## config.mk

```make
export PLATFORM = sky130hd
export DESIGN_NAME = map_table_recovery_ctrl
export DESIGN_NICKNAME = d
export VERILOG_FILES = /design/src/rtl/map_table_recovery_ctrl.sv
export SDC_FILE = /design/constraint.sdc
export NUM_CORES = 1
export LEC_CHECK = 0
export CAP_MARGIN = 20
export CORE_ASPECT_RATIO = 1.1
export CORE_MARGIN = 8
export CORE_UTILIZATION = 38
export CTS_CLUSTER_SIZE = 16
export DETAILED_ROUTE_END_ITERATION = 7
export GPL_TIMING_DRIVEN = 0
export PLACE_DENSITY = 0.85
export SLEW_MARGIN = 30
export SYNTH_ARGS = -nofsm -noshare
export SYNTH_HDL_FRONTEND = slang
export SYNTH_SLANG_ARGS = --single-unit
```

## constraint.sdc

```tcl
create_clock -name CLK -period 3.05 [get_ports CLK]
set_clock_uncertainty 0.1 [all_clocks]
set_input_delay 0.305 -clock CLK [delete_from_list [all_inputs] [get_ports CLK]]
set_output_delay 0.305 -clock CLK [all_outputs]
set_load 0.005 [all_outputs]
```

## src/rtl/map_table_recovery_ctrl.sv

```systemverilog
`default_nettype none
// +--------------------------------------------------------------------------+
// | map_table_recovery_ctrl: checkpoint restore / ROB walk-back recovery FSM |
// | Revision: 1.0                                                            |
// +--------------------------------------------------------------------------+
module map_table_recovery_ctrl #(
  parameter int ROB_INDEX_W = 4,
  parameter int CKPT_COL_W  = 2,
  parameter int ARCH_TAG_W  = 5,
  parameter int PHYS_TAG_W  = 6
) (
  input  logic                   CLK,
  input  logic                   nRST,
  input  logic                   rec_req_valid,
  output logic                   rec_req_ready,
  input  logic [ROB_INDEX_W-1:0] rec_req_ROB_index,
  input  logic                   rec_req_use_checkpoint,
  input  logic [CKPT_COL_W-1:0]  rec_req_column,
  input  logic [ROB_INDEX_W-1:0] rob_tail_index,
  output logic [ROB_INDEX_W-1:0] rob_read_index,
  input  logic                   rob_read_has_dest,
  input  logic [ARCH_TAG_W-1:0]  rob_read_dest_arch_reg_tag,
  input  logic [PHYS_TAG_W-1:0]  rob_read_safe_phys_reg_tag,
  input  logic [PHYS_TAG_W-1:0]  rob_read_speculated_phys_reg_tag,
  input  logic                   resolve_valid,
  input  logic [ROB_INDEX_W-1:0] resolve_ROB_index,
  input  logic [CKPT_COL_W-1:0]  resolve_column,
  output logic                   resolve_ready,
  output logic                   revert_valid,
  output logic [ARCH_TAG_W-1:0]  revert_dest_arch_reg_tag,
  output logic [PHYS_TAG_W-1:0]  revert_safe_dest_phys_reg_tag,
  output logic [PHYS_TAG_W-1:0]  revert_speculated_dest_phys_reg_tag,
  output logic                   restore_checkpoint_valid,
  output logic                   restore_checkpoint_speculate_failed,
  output logic [ROB_INDEX_W-1:0] restore_checkpoint_ROB_index,
  output logic [CKPT_COL_W-1:0]  restore_checkpoint_safe_column,
  input  logic                   restore_checkpoint_success,
  output logic                   dispatch_stall,
  output logic                   rob_rollback_valid,
  output logic [ROB_INDEX_W-1:0] rob_rollback_tail_index,
  output logic                   recovery_done
);

  localparam logic [ROB_INDEX_W-1:0] IDX_ONE = ROB_INDEX_W'(1);

  typedef enum logic [1:0] {
    IDLE    = 2'd0,
    RESTORE = 2'd1,
    WALK    = 2'd2,
    DONE    = 2'd3
  } state_t;

  state_t                 state_q, state_d;
  logic [ROB_INDEX_W-1:0] saved_index_q, saved_index_d;
  logic [CKPT_COL_W-1:0]  saved_column_q, saved_column_d;
  logic [ROB_INDEX_W-1:0] walk_ptr_q, walk_ptr_d;
  logic                   resolve_fire;

  always_ff @(posedge CLK or negedge nRST) begin
    if (!nRST) begin
      state_q        <= IDLE;
      saved_index_q  <= '0;
      saved_column_q <= '0;
      walk_ptr_q     <= '0;
    end else begin
      state_q        <= state_d;
      saved_index_q  <= saved_index_d;
      saved_column_q <= saved_column_d;
      walk_ptr_q     <= walk_ptr_d;
    end
  end

  always_comb begin
    state_d        = state_q;
    saved_index_d  = saved_index_q;
    saved_column_d = saved_column_q;
    walk_ptr_d     = walk_ptr_q;

    rec_req_ready                       = (state_q == IDLE);
    resolve_ready                       = (state_q != RESTORE);
    dispatch_stall                      = (state_q != IDLE) | rec_req_valid;
    rob_read_index                      = '0;
    revert_valid                        = 1'b0;
    revert_dest_arch_reg_tag            = '0;
    revert_safe_dest_phys_reg_tag       = '0;
    revert_speculated_dest_phys_reg_tag = '0;
    restore_checkpoint_valid            = 1'b0;
    restore_checkpoint_speculate_failed = 1'b0;
    restore_checkpoint_ROB_index        = '0;
    restore_checkpoint_safe_column      = '0;
    rob_rollback_valid                  = 1'b0;
    rob_rollback_tail_index             = '0;
    recovery_done                       = 1'b0;

    // Resolve frees are blocked while in reset so every output except the
    // ready/stall signals stays low.
    resolve_fire = resolve_valid & resolve_ready & nRST;
    if (resolve_fire) begin
      restore_checkpoint_valid       = 1'b1;
      restore_checkpoint_ROB_index   = resolve_ROB_index;
      restore_checkpoint_safe_column = resolve_column;
    end

    case (state_q)
      IDLE: begin
        if (rec_req_valid) begin
          saved_index_d  = rec_req_ROB_index;
          saved_column_d = rec_req_column;
          if (rec_req_use_checkpoint) begin
            state_d = RESTORE;
          end else begin
            state_d    = WALK;
            walk_ptr_d = rob_tail_index - IDX_ONE;
          end
        end
      end
      RESTORE: begin
        restore_checkpoint_valid            = 1'b1;
        restore_checkpoint_speculate_failed = 1'b1;
        restore_checkpoint_ROB_index        = saved_index_q;
        restore_checkpoint_safe_column      = saved_column_q;
        if (restore_checkpoint_success) begin
          state_d = DONE;
        end else begin
          state_d    = WALK;
          walk_ptr_d = rob_tail_index - IDX_ONE;
        end
      end
      WALK: begin
        rob_read_index = walk_ptr_q;
        // The surviving instruction itself is never reverted.
        if (walk_ptr_q == saved_index_q) begin
          state_d = DONE;
        end else begin
          revert_valid = rob_read_has_dest;
          if (rob_read_has_dest) begin
            revert_dest_arch_reg_tag            = rob_read_dest_arch_reg_tag;
            revert_safe_dest_phys_reg_tag       = rob_read_safe_phys_reg_tag;
            revert_speculated_dest_phys_reg_tag = rob_read_speculated_phys_reg_tag;
          end
          walk_ptr_d = walk_ptr_q - IDX_ONE;
        end
      end
      DONE: begin
        recovery_done           = 1'b1;
        rob_rollback_valid      = 1'b1;
        rob_rollback_tail_index = saved_index_q + IDX_ONE;
        state_d                 = IDLE;
      end
      default: state_d = IDLE;
    endcase
  end

endmodule
`default_nettype wire

```

# After elaboration in Yosys (flattened, before gate mapping)

Index checks and enable logic that the tools add are counted.

Bits in registers: 12
Bits in latches: 0
Memory bits (writable): 0
ROM bits: 0
Input port bits: 40
Output and inout bits: 39
Logic and storage cells: 57
Memories kept: 0

Add/sub/neg operators: 3
Multiply operators: 0
Div/mod/pow operators: 0
Order comparisons: 0
Equal/unequal tests: 10
Shifts and indexed selects: 0
Multiplexer cells: 31
Bitwise logic cells: 3
Reduce and logical (&&, ||, !) cells: 6

Operators with widths:

| cell                                                 | number |
|---|---|
| 2-to-1 mux 6 bit                                     | 6 |
| 2-to-1 mux 4 bit                                     | 8 |
| 2-to-1 mux 5 bit                                     | 3 |
| one-hot mux 4 bit (3 select lines)                   | 1 |
| 2-to-1 mux 2 bit                                     | 5 |
| != test 2 bit (second input constant)                | 5 |
| one-hot mux 2 bit (4 select lines)                   | 1 |
| subtractor 4 x 1 -> 4 bit (second input constant)    | 2 |
| 2-to-1 mux 1 bit                                     | 7 |
| AND reduction 5 bit                                  | 1 |
| adder 4 x 1 -> 4 bit (second input constant)         | 1 |
| equality test 2 bit (second input constant)          | 2 |
| equality test 4 bit                                  | 1 |
| AND reduction 2 bit                                  | 2 |
| nonzero test 3 bit                                   | 1 |
| bitwise AND 1 bit                                    | 2 |
| equality test 2 x 1 -> 1 bit (second input constant) | 1 |
| logical NOT 2 bit                                    | 1 |
| != test 2 x 1 -> 1 bit (second input constant)       | 1 |
| nonzero test 2 bit                                   | 1 |
| bitwise OR 1 bit                                     | 1 |

# Depth between registers and ports, before layout

Depth after elaboration: 5
Gate-level depth with buffers: 8
Mapped depth without buffers: 7

# Worst setup path before layout

No wires, ideal clock.

Path type: register to register
Start: reg state_q[0]
End: reg walk_ptr_q[2]
Library setup time: 87 ps
Arrival time: 1642 ps
Required time: 2863 ps
Setup slack: 1221 ps
Cell stages (with the launch flop): 9
Buffers on the path: 1
Period minus slack after synthesis: 1829 ps
Cells stage by stage: dfrtp_1 > inv_1 > ha_1 > buf_6 > mux2i_4 > ha_1 > nor3b_1 > o221ai_1 > o211ai_1

Longest elaborated chain between the ends: 3
Elaborated cells between the ends (all ways): 10
Classes of those cells: eq/ne: 6; mux: 1; reduce/logical: 3

RTL lines:

| item                                                                        | RTL line | text |
|---|---|---|
| start, declared                                                             | 53       | `state_t state_q, state_d;` |
| start signal, assigned                                                      | 66       | `state_q <= state_d;` |
| equality test 2 bit, or another cell as far along                           | 104      | `case (state_q)` |
| != test 2 bit (no source line) / nonzero test 3 bit (equally long branches) | -        |  |
| AND reduction 5 bit (no source line)                                        | -        |  |
| end signal, assigned                                                        | 69       | `walk_ptr_q <= walk_ptr_d;` |
| end, declared                                                               | 56       | `logic [ROB_INDEX_W-1:0] walk_ptr_q, walk_ptr_d;` |

Parallel ways exist; a longest one is shown, timed or not.
A chain may end at the register's enable or synchronous reset.

# Worst setup path in the final report

Start: reg state_q[1]
End: out restore_checkpoint_ROB_index[0]

Longest elaborated chain between the ends: 5
Elaborated cells between the ends (all ways): 6
Classes of those cells: eq/ne: 2; mux: 2; bitwise: 2

RTL lines:

| item                           | RTL line | text |
|---|---|---|
| != test 2 x 1 -> 1 bit         | 80       | `resolve_ready = (state_q != RESTORE);` |
| bitwise AND 1 bit (2 in a row) | 97       | `resolve_fire = resolve_valid & resolve_ready & nRST;` |
| 2-to-1 mux 4 bit               | 98       | `if (resolve_fire) begin` |
| 2-to-1 mux 4 bit *             | 104      |  |
| end, declared                  | 35       | `output logic [ROB_INDEX_W-1:0] restore_checkpoint_ROB_index,` |

Mark *: on every way between the ends. The rest lies on a longest branch, timed or not.

==> impl_results.rst <==
.. list-table::
   :header-rows: 1

   * - Metric
     - Value
   * - Result of the run
     - complete, no violations
   * - Number of fill cells
     - 240
   * - Detailed-route wire length per cell
     - 15.2 um
   * - Vias post-DR
     - 1,196
   * - Synthesis-to-finish area growth
     - 73.5%
   * - Final hold violation count
     - 0
   * - Final GP Congestion
     - 0.769
   * - Nets in the synthesized netlist
     - 173
   * - Total of endpoints with negative setup slack in the final report
     - 0
   * - Proportion of synthesized flip-flops having asynchronous set or reset
     - 1.00
   * - Post-detailed-route via-to-cell ratio
     - 4.94
   * - Transition time at the pin with the least slew margin
     - 0.563 ns
   * - Path category of the worst min-delay check
     - flop to flop
   * - Category of the worst setup path launch point
     - flop
   * - Total clock sinks
     - 12
   * - Synthesized instance count
     - 126
   * - Chip Width
     - 68.8 um
   * - Effective utilization at floorplan
     - 0.390
   * - Port buffer count
     - 78
   * - Cell types occupying the most area after synthesis
     - sky130_fd_sc_hd__dfrtp_1, sky130_fd_sc_hd__and2_1, sky130_fd_sc_hd__ha_1
   * - Number of buffers created by CTS
     - 3
   * - Number of antenna violations at the first check in global routing
     - 0
   * - 1st-pass router iterations
     - 4
   * - Time the final worst path needs with I/O delays and setup
     - 2.65 ns
   * - Total power divided by cell area
     - 820 mW/mm2
   * - Leading area contributor after synthesis
     - sky130_fd_sc_hd__dfrtp_1
   * - Area of the die
     - 0.00510 mm2
   * - Fmax
     - 0.378 GHz
   * - Final-layout setup total negative slack
     - 0 ns
   * - Worst Reg2Reg Path Length in Cells
     - 8
   * - Net count of the finished layout
     - 257
   * - PnR Total Power
     - 1.66 mW
   * - Final Max Slew Viols
     - 0
   * - Clock Tree Root
     - sky130_fd_sc_hd__clkbuf_4
   * - Synth Flop Type
     - sky130_fd_sc_hd__dfrtp_1
   * - Maximum root-to-sink buffer count
     - 2
   * - Hold Path Sink
     - saved_column_q[0]
   * - Summed instance area of the synthesized netlist
     - 0.00117 mm2
   * - Wire length of the first global-routing pass
     - 5.57 mm
   * - Routed Antenna Nets
     - 0
   * - Core ar.
     - 0.00300 mm2
   * - DR WL met3
     - 540 um
   * - GRT Overall Usage
     - 0.140
   * - WL met1
     - 1.31 mm
   * - Post-synthesis sequential element count
     - 12
   * - Number of antenna diodes
     - 0
   * - Capturing point of the worst reg2reg path
     - walk_ptr_q[2]
   * - Clock latency reported for the late side of the worst-skew pair
     - 0.28 ns
   * - Internal reg-to-reg setup slack
     - 1.03 ns
   * - Most common cell after layout, fill and taps aside
     - sky130_fd_sc_hd__clkdlybuf4s50_1
   * - Arrival time of the worst setup path
     - 2.24 ns
   * - Worst Path Class, Setup
     - flop to output pin
   * - Max-cap viol count
     - 0
   * - Crit. End Element
     - output pin
   * - Number of different library cells in the post-synthesis netlist
     - 38
   * - Vias in the first global route
     - 1,200
   * - Grt total ovfl
     - 0
   * - Count of standard-cell rows
     - 21
   * - Total routed wirelength
     - 3.68 mm
   * - Number of buffers added for setup after CTS
     - 0
   * - Peak ir drop on the vdd network
     - 0.000598 V
   * - Crit path max fanout
     - 10
   * - Total leakage power
     - 0.841 nW
   * - Final cycle utilization of the critical path
     - 0.869
   * - Number of enable flip-flop cells after synthesis
     - 0
   * - Top-level port count
     - 79
   * - Unrepaired setup endpoints after global routing
     - false
   * - Number of H-tree levels
     - 1
   * - TritonCTS clock tree
     - built
   * - Min-Delay Path Depth
     - 1
   * - Register area share after synthesis
     - 0.257
   * - Worst path required time
     - 2.64 ns
   * - Average size of a mapped cell
     - 9.26 um2
   * - Slew headroom
     - 0.623
   * - Share of final-layout standard cells stronger than drive strength 1
     - 0.154
   * - Routed length on met2
     - 1.77 mm
   * - Top Layer Used
     - met4
   * - Hold wc startpoint
     - saved_column_q[0]
   * - Yosys warning count
     - 0
   * - Reg clk slew, reported paths
     - 0.07 ns
   * - Top cell type's share of synthesized area
     - 0.257
   * - Commonest cells after routing, fill and taps aside
     - sky130_fd_sc_hd__clkdlybuf4s50_1, sky130_fd_sc_hd__nand2_1, sky130_fd_sc_hd__and2_1, sky130_fd_sc_hd__dfrtp_1, sky130_fd_sc_hd__and2_4
   * - HPWL after DPL
     - 3.12 mm
   * - Number of remaining DRC errors
     - 0
   * - Pin count of the biggest net entering global routing
     - 14
   * - Iteration-0 DRC count of the detailed router
     - 41
   * - Reg-to-Reg Start
     - state_q[0]
   * - Height of the die
     - 74.1 um
[layout make-up]
class | count | area [um2] | share of cell area
Timing Repair Buffer | 79 | 793 | 0.392
Multi-Input combinational cell | 99 | 779 | 0.385
Sequential cell | 12 | 300 | 0.148
Buffer | 7 | 57.6 | 0.0284
Tap cell | 34 | 42.5 | 0.0210
Inverter | 8 | 30.0 | 0.0148
Clock buffer | 3 | 22.5 | 0.0111
[worst max-delay path by stage]
| stage | end | start |
|---|---|---|
| 5_1_grt | restore_checkpoint_ROB_index[0] | state_q[1] |
| 4_1_cts | restore_checkpoint_ROB_index[0] | nRST |
| 3_3_place_gp | restore_checkpoint_ROB_index[1] | nRST |
| 2_1_floorplan | walk_ptr_q[2] | state_q[0] |
| 3_5_place_dp | restore_checkpoint_ROB_index[0] | nRST |
| 6_report | restore_checkpoint_ROB_index[0] | state_q[1] |
[routing by layer]
metal  vias to the layer above  track usage
li1                        587            -
met1                       546        0.131
met5                         -            0
met2                        59        0.260
met3                         4       0.0542
met4                         0       0.0580
[critical path, cell delays in order, from the launching register on]
cell and delay, ns:
sky130_fd_sc_hd__dfrtp_1 0.41, sky130_fd_sc_hd__inv_1 0.13, sky130_fd_sc_hd__ha_1 0.31, sky130_fd_sc_hd__clkbuf_1 0.34, sky130_fd_sc_hd__nand2_1 0.10, sky130_fd_sc_hd__o21ai_0 0.12
sky130_fd_sc_hd__clkdlybuf4s50_1 0.55
[logic make-up after synthesis]
logic type,share of synthesized area
AOI/OAI and AO/OA,0.109
xor gates and xnor gates,0.0450
adders and majority gates,0.0750
buffers and inverters,0.0750
DFF,0.257
muxes,0.160
and+or+nand+nor,0.279
[stage by stage]
| stage | cell area, um2 | hold slack [ns] | worst slack [ns] | util | instances |
|---|---|---|---|---|---|
| 3_3_place_gp | 1990 | 0.391 | 0.294 | 0.665 | 238 |
| 2_1_floorplan | 1170 | -0.0906 | 1.22 | - | 126 |
| 3_5_place_dp | 1990 | 0.393 | 0.167 | 0.665 | 238 |
| 4_1_cts | 2010 | 0.300 | 0.168 | 0.672 | 241 |
| 5_1_grt | 2030 | 0.420 | 0.211 | 0.676 | 242 |
| 6_report | 2030 | 0.409 | 0.401 | 0.676 | 242 |
[cell usage after synthesis (all sizes together) (2+ instances only)]
| master | instances |
|---|---|
| and2 | 23 |
| nand2 | 15 |
| dfrtp | 12 |
| mux2 | 9 |
| inv | 8 |
| ha | 7 |
| mux2i | 6 |
| o21ai | 6 |
| buf | 5 |
| xnor2 | 5 |
| nor2b | 4 |
| nor2 | 3 |
| clkbuf | 2 |
| nand2b | 2 |
| nand3 | 2 |
| nand4 | 2 |
[state kept, by name (all words and copies together), names as in the netlist]
register	cells
saved_column_q	2
saved_index_q	4
state_q	2
walk_ptr_q	4
[where the power goes]
group | internal [mW] | leakage [nW] | switching (mW) | total (mW)
combinational | 0.725 | 0.685 | 0.482 | 1.21
clock | 0.0459 | 0.0138 | 0.0543 | 0.100
sequential | 0.246 | 0.142 | 0.108 | 0.353
[timing repair]
action,CTS,global route
endpoints found under the setup margin,0,1
endpoints found under the hold margin,0,12
gates resized for setup,0,1
hold buffers,0,1
(Power assumes the default switching activity.)
